## src/rtl/editor_pkg.sv

```systemverilog
// Shared definitions for the editor input path: code width, line terminator,
// owner encoding and the line arbiter state set.
package editor_pkg;

  localparam int CODE_W     = 8;
  localparam int ENTER_CODE = 66;

  typedef enum logic [1:0] {
    OWN_NONE   = 2'b00,
    OWN_KBD    = 2'b01,
    OWN_SCRIPT = 2'b10
  } owner_t;

  typedef enum logic {
    ST_GAP    = 1'b0,
    ST_STREAM = 1'b1
  } arb_state_t;

endpackage

```

## src/rtl/editor_char_fifo.sv

```systemverilog
// Synchronous keyboard character FIFO; a push while full is honoured only when
// a pop happens in the same cycle.
module editor_char_fifo #(
  parameter int W     = 8,
  parameter int DEPTH = 8
) (
  input  logic         clk,
  input  logic         rst_n,
  input  logic         push,
  input  logic [W-1:0] din,
  input  logic         pop,
  output logic [W-1:0] dout,
  output logic         full,
  output logic         empty
);

  localparam int AW = $clog2(DEPTH);

  logic [W-1:0] mem [DEPTH];
  logic [AW:0]  wr_ptr;
  logic [AW:0]  rd_ptr;
  logic         pop_ok;
  logic         push_ok;

  // The extra pointer bit separates full from empty when the indices match.
  assign empty   = (wr_ptr == rd_ptr);
  assign full    = (wr_ptr[AW] != rd_ptr[AW]) && (wr_ptr[AW-1:0] == rd_ptr[AW-1:0]);
  assign pop_ok  = pop && !empty;
  assign push_ok = push && (!full || pop_ok);
  assign dout    = mem[rd_ptr[AW-1:0]];

  always_ff @(posedge clk or negedge rst_n) begin
    if (!rst_n) begin
      wr_ptr <= '0;
      rd_ptr <= '0;
    end else begin
      if (push_ok) wr_ptr <= wr_ptr + 1'b1;
      if (pop_ok)  rd_ptr <= rd_ptr + 1'b1;
    end
  end

  // NOTE: storage has no reset; the pointers alone define which entries are valid.
  always_ff @(posedge clk) begin
    if (push_ok) mem[wr_ptr[AW-1:0]] <= din;
  end

endmodule

```

## src/rtl/editor_line_arbiter.sv

```systemverilog
// Line-atomic scheduler sharing the editor ch_input between keyboard and boot script.
// Optional line-length limit enabled by defining EDITOR_ARB_LINE_LIMIT_EN.
module editor_line_arbiter #(
  parameter int CODE_W     = editor_pkg::CODE_W,
  parameter int ENTER_CODE = editor_pkg::ENTER_CODE,
  parameter int GAP_CYCLES = 255,
  parameter int FIFO_DEPTH = 8,
  parameter int MAX_LINE   = 63
) (
  input  logic              clk_25mhz,
  input  logic              reset_n,
  input  logic              kbd_valid,
  input  logic [CODE_W-1:0] kbd_ch,
  output logic              kbd_ready,
  output logic              kbd_overflow,
  input  logic              script_valid,
  input  logic [CODE_W-1:0] script_ch,
  output logic              script_ready,
  input  logic              busy,
  output logic [CODE_W-1:0] ch_out,
  output logic [1:0]        owner,
  output logic [15:0]       lines_done
);

  import editor_pkg::*;

  localparam logic [CODE_W-1:0] ENTER   = CODE_W'(ENTER_CODE);
  localparam logic [15:0]       GAP_MAX = 16'(GAP_CYCLES);

  arb_state_t        state;
  owner_t            owner_q;
  logic              rr_kbd;
  logic [15:0]       gap_cnt;

  logic              fifo_push;
  logic              fifo_pop;
  logic              fifo_full;
  logic              fifo_empty;
  logic [CODE_W-1:0] fifo_dout;

  logic              streaming;
  logic              limit_hit;
  logic              acc_valid;
  logic [CODE_W-1:0] acc_ch;
  logic              line_end;
  logic              kbd_pend;
  logic              grant;
  logic              grant_kbd;

  assign fifo_push = kbd_valid && (kbd_ch != '0);
  assign kbd_ready = !fifo_full;
  assign owner     = owner_q;

  editor_char_fifo #(
    .W     (CODE_W),
    .DEPTH (FIFO_DEPTH)
  ) u_kbd_fifo (
    .clk   (clk_25mhz),
    .rst_n (reset_n),
    .push  (fifo_push),
    .din   (kbd_ch),
    .pop   (fifo_pop),
    .dout  (fifo_dout),
    .full  (fifo_full),
    .empty (fifo_empty)
  );

  // NOTE: every signal gets a default first so no path leaves a latch behind.
  always_comb begin
    streaming    = (state == ST_STREAM);
    script_ready = streaming && (owner_q == OWN_SCRIPT) && !limit_hit;
    fifo_pop     = streaming && (owner_q == OWN_KBD) && !fifo_empty && !limit_hit;
    acc_valid    = fifo_pop || (script_valid && script_ready);
    acc_ch       = (owner_q == OWN_KBD) ? fifo_dout : script_ch;
    line_end     = streaming && (limit_hit || (acc_valid && (acc_ch == ENTER)));
    kbd_pend     = !fifo_empty;
    grant        = (state == ST_GAP) && (gap_cnt == GAP_MAX) && !busy &&
                   (kbd_pend || script_valid);
    grant_kbd    = kbd_pend && (!script_valid || rr_kbd);
  end

`ifdef EDITOR_ARB_LINE_LIMIT_EN
  localparam int LINE_W = $clog2(MAX_LINE + 1);

  logic [LINE_W-1:0] line_cnt;

  assign limit_hit = streaming && (line_cnt == LINE_W'(MAX_LINE));

  // Only non-zero forwarded characters count toward the line length.
  always_ff @(posedge clk_25mhz or negedge reset_n) begin
    if (!reset_n) begin
      line_cnt <= '0;
    end else if (grant || line_end) begin
      line_cnt <= '0;
    end else if (streaming && acc_valid && (acc_ch != '0)) begin
      line_cnt <= line_cnt + 1'b1;
    end
  end
`else
  assign limit_hit = 1'b0;
`endif

  // NOTE: sequential state uses non-blocking assignment so every read sees pre-edge values.
  always_ff @(posedge clk_25mhz or negedge reset_n) begin
    if (!reset_n) begin
      state        <= ST_GAP;
      owner_q      <= OWN_NONE;
      rr_kbd       <= 1'b1;
      gap_cnt      <= '0;
      ch_out       <= '0;
      lines_done   <= '0;
      kbd_overflow <= 1'b0;
    end else begin
      kbd_overflow <= fifo_push && fifo_full && !fifo_pop;
      ch_out       <= '0;
      if (state == ST_GAP) begin
        if (busy) begin
          gap_cnt <= '0;
        end else if (gap_cnt != GAP_MAX) begin
          gap_cnt <= gap_cnt + 1'b1;
        end
        if (grant) begin
          state   <= ST_STREAM;
          owner_q <= grant_kbd ? OWN_KBD : OWN_SCRIPT;
          // The pointer only moves when it actually arbitrated a collision.
          if (kbd_pend && script_valid) rr_kbd <= !rr_kbd;
        end
      end else begin
        if (line_end) begin
          ch_out     <= ENTER;
          lines_done <= lines_done + 1'b1;
          owner_q    <= OWN_NONE;
          state      <= ST_GAP;
          gap_cnt    <= '0;
        end else if (acc_valid) begin
          ch_out <= acc_ch;
        end
      end
    end
  end

endmodule

```

## config.mk

```make
export PLATFORM = sky130hd
export DESIGN_NAME = editor_line_arbiter
export DESIGN_NICKNAME = d
export VERILOG_FILES = /design/src/rtl/editor_pkg.sv /design/src/rtl/editor_char_fifo.sv /design/src/rtl/editor_line_arbiter.sv
export SDC_FILE = /design/constraint.sdc
export NUM_CORES = 1
export LEC_CHECK = 0
export ABC_AREA = 1
export CAP_MARGIN = 20
export CORE_MARGIN = 5
export CORE_UTILIZATION = 57
export DETAILED_ROUTE_END_ITERATION = 10
export HOLD_SLACK_MARGIN = 0.05
export PLACE_DENSITY = 0.79
export RECOVER_POWER = 100
export SYNTH_ARGS = -nofsm -noshare
export SYNTH_HDL_FRONTEND = slang
export SYNTH_SLANG_ARGS = --single-unit
```

## constraint.sdc

```tcl
create_clock -name clk_25mhz -period 2.5 [get_ports clk_25mhz]
set_input_delay 0.5 -clock clk_25mhz [delete_from_list [all_inputs] [get_ports clk_25mhz]]
set_output_delay 0.5 -clock clk_25mhz [all_outputs]
set_load 0.01 [all_outputs]
```

==> qor.yml <==
clocking:
  cts-root-buf: "clkbuf_8"
  clock_sinks: 117
  htreeDepth: 4
  clock_latency_ps: 520
  cts_max_path_buffers: 2
  clk_pin_slew_ps: 60
  cts_tree: "yes"
  cts_buffers: 17
final_layout:
  n_antenna_cell: 0
  nets: 725
  drive_above_1_share_pct: 10.5
  area_delta_synth_final_pct: 24.1
  stdcell_count: 846
power:
  powerDensity_nw_per_um2: 760
  leakage_nw: 3.09
  irDropWorstVdd_uv: 566
  p_total_mw: 5.33
grt:
  grt_overflow: 0
  grt_first_pass_wirelength_mm: 22.5
  grt_max_degree: 28
  antenna_found_initial: 0
  grt_use_total_pct: 24.7
  grt_pass1_vias: 4582
die:
  core_area_um2: 9730
  die_area_um2: 12000
  ios: 50
  start_util_pct: 58.1
  die_w_um: 110
  std_cell_rows: 36
  die_h_um: 110
yosys:
  synth_cell_types: 33
  ys_ff_latch: 117
  ys_seq_area_share_pct: 57.5
  synth.top_cell.area_share_pct: 34.0
  yosys_warnings: 0
  postSynthCellCount: 620
  syn_area_um2: 5650
  synth_fp_nets: 645
  synth_largest_area_cell: "edfxtp_1"
  synth_area_per_cell_um2: 9.12
  yosys-top-cells-area: "edfxtp_1 (34%), dfrtp_1 (23%), nand2_1 (11%), nand3_1 (6.2%), inv_1 (4.6%)"
sta:
  min_period_ps: 2470
  fmax_mhz: 405
  hold_viol_final: 0
  max-slew-margin-rel_pct: 5.08
  grt_setup_unrepaired: "yes"
  drv_slew: 0
  finalClockSkew_ps: 12.1
  final-setup-viol-count: 0
  max_slew.worst_pin.slew_ps: 1420
  fin_crit_sh_pct: 98.9
worst_setup_path:
  crit_top_cell: "nor2_1"
  cp_max_fo: 5
  arrival_ps: 1970
  r2r_setup_slack_ps: 50
  critPathLaunchType: "flop"
  regToRegStartpoint: "owner[1]$_DFFE_PN0P_"
  cp_slowest_cell: "dfrtp_1"
  reg2regPathDepth: 9
  path_cells: "xor2_1 -> nor2_1 -> nand2_1 -> nor2_1 -> inv_1 -> dlygate4sd2_1"
  path_buf_inv: 2
  endpoint_kind: "output port"
  path_class: "flop to output port"
  required_ps: 2000
  worstReg2RegEnd: "u_kbd_fifo.mem[7][5]$_DFFE_PP_"
  slowest_delay_ps: 490
  cp_top_family: "flip-flops"
placement:
  place.gp.congestion: 0.890
  hpwl_mm: 9.30
  port_buffers: 49
  place_inst: 810
detailed_routing:
  via_per_inst: 5.45
  drtIter0Drc: 457
  vias: 4612
  wl_per_cell_um: 16.3
  dr.pass1.iters: 5
  finalWirelength_mm: 13.8
  drcViolationCount: 0
  drt.antenna.violating_nets: 0
hold_path:
  hp-start: "gap_cnt[13]$_DFFE_PN0P_"
  hp-class: "flop to flop"
  min_to: "gap_cnt[13]$_DFFE_PN0P_"
  hold_depth: 2
job:
  maxCapViolations: 0
run_status:
  status: "complete, no violations"
state kept, by name, summed over array words and instances, names as in the netlist, 2 cells and up:
name and cells:
gap_cnt 16, u_kbd_fifo.rd_ptr 4, owner 2, u_kbd_fifo.mem 64, ch_out 8, u_kbd_fifo.wr_ptr 4
lines_done 16
Yosys cell counts:
cell type,number
nand2_1,160
nand3_1,70
inv_1,69
nor2_1,69
edfxtp_1,64
dfrtp_1,52
o21ai_0,20
xor2_1,20
o211ai_1,9
o21ai_1,9
a21oi_1,7
buf_2,7
nor3_1,7
or2_2,7
buf_6,5
nand4_1,5
nor4_1,5
ha_1,4
inv_2,4
clkbuf_1,3
nand2_4,3
nor2_4,3
buf_4,2
clkinv_1,2
nand2_2,2
nor2_2,2
o211ai_2,2
or2_0,2
xnor2_1,2
dfstp_2,1
nand3_2,1
nand3_4,1
or2_1,1
cell families (layout without fill, tap and decap cells):
family                     after synthesis  count (layout)  synth area share (%)
AOI/OAI and AO/OA                       47              47                  4.82
xor gates and xnor gates                22              22                  3.41
adders and majority gates                4               4                 0.885
buffers and inverters                   92             185                  7.06
DFF                                    117             117                  57.5
and+or+nand+nor                        338             338                  26.4
area by class of cell:
class / instances / area (um2)
clock buffer: 24 / 492
clock inverter: 8 / 118
fill: 666 / 2710
inverter: 75 / 289
multi-input combinational: 411 / 2010
sequential: 117 / 3250
tap: 133 / 166
timing repair buffer: 78 / 687
through the flow:
stage | TNS [ps] | hold WS [ps] | setup WS [ps] | cell area [um2] | util [%]
after floorplan | 0 | 204 | 309 | 5650 | -
after global placement | -371 | 458 | -31.7 | 6400 | 65.8
after detailed placement | -2800 | 471 | -130 | 6400 | 65.8
after CTS | 0 | 486 | 58.2 | 7020 | 72.2
after global routing | -5710 | 510 | -163 | 7020 | 72.1
final | 0 | 485 | 28.1 | 7020 | 72.1
power breakdown:
part	switching (mW)	leakage [nW]	internal, mW
Clock	0.815	0.305	1.65
Combinational	0.357	1.49	0.182
Sequential	0.0836	1.30	2.24
Total	1.26	3.09	4.08
worst max-delay path by stage:
stage / startpoint / endpoint / slack (ps) / depth (start not counted)
after floorplan: owner[1]$_DFFE_PN0P_ / u_kbd_fifo.mem[0][0]$_DFFE_PP_ / 310 / 8
after global placement: kbd_ch[4] / u_kbd_fifo.mem[7][3]$_DFFE_PP_ / -30 / 9
after detailed placement: kbd_ch[4] / u_kbd_fifo.mem[7][7]$_DFFE_PP_ / -130 / 9
after CTS: owner[1]$_DFFE_PN0P_ / u_kbd_fifo.mem[7][1]$_DFFE_PP_ / 60 / 9
after global routing: owner[1]$_DFFE_PN0P_ / u_kbd_fifo.mem[7][5]$_DFFE_PP_ / -160 / 9
final: u_kbd_fifo.rd_ptr[0]$_DFFE_PN0P_ / kbd_ready / 30 / 6
per-layer routing:
layer	track usage (%)	up-vias	wire length, um
met5	0	-	0
met4	8.99	0	316
met3	6.11	38	1050
met2	40.8	225	6900
met1	31.7	2161	5560
li1	-	2188	-
placed cells by master (no fill, tap or decap), drive strengths merged, types with 7 or more instances in the layout:
cell / n
clkbuf: 33
or2: 10
o21ai: 29
dfrtp: 52
nand3: 72
a21oi: 7
xor2: 20
nor2: 74
o211ai: 11
inv: 75
dlygate4sd3: 9
clkdlybuf4s50: 39
nor3: 7
buf: 20
edfxtp: 64
nand2: 165
worst register-to-register path, delay by kind of cell (launching register included):
kind	cells	cell delay [ps]
buffers and inverters	2	160
DFF	1	430
and+or+nand+nor	7	1470
what timing repair did:
action,in CTS,in global routing
gates resized for setup,3,7
pin swaps,0,2
setup buffers,0,3
hold buffers,1,0
endpoints found under the hold margin,26,0
setup endpoints to repair,1,59
No activity file was read; power rests on OpenSTA's default activity.
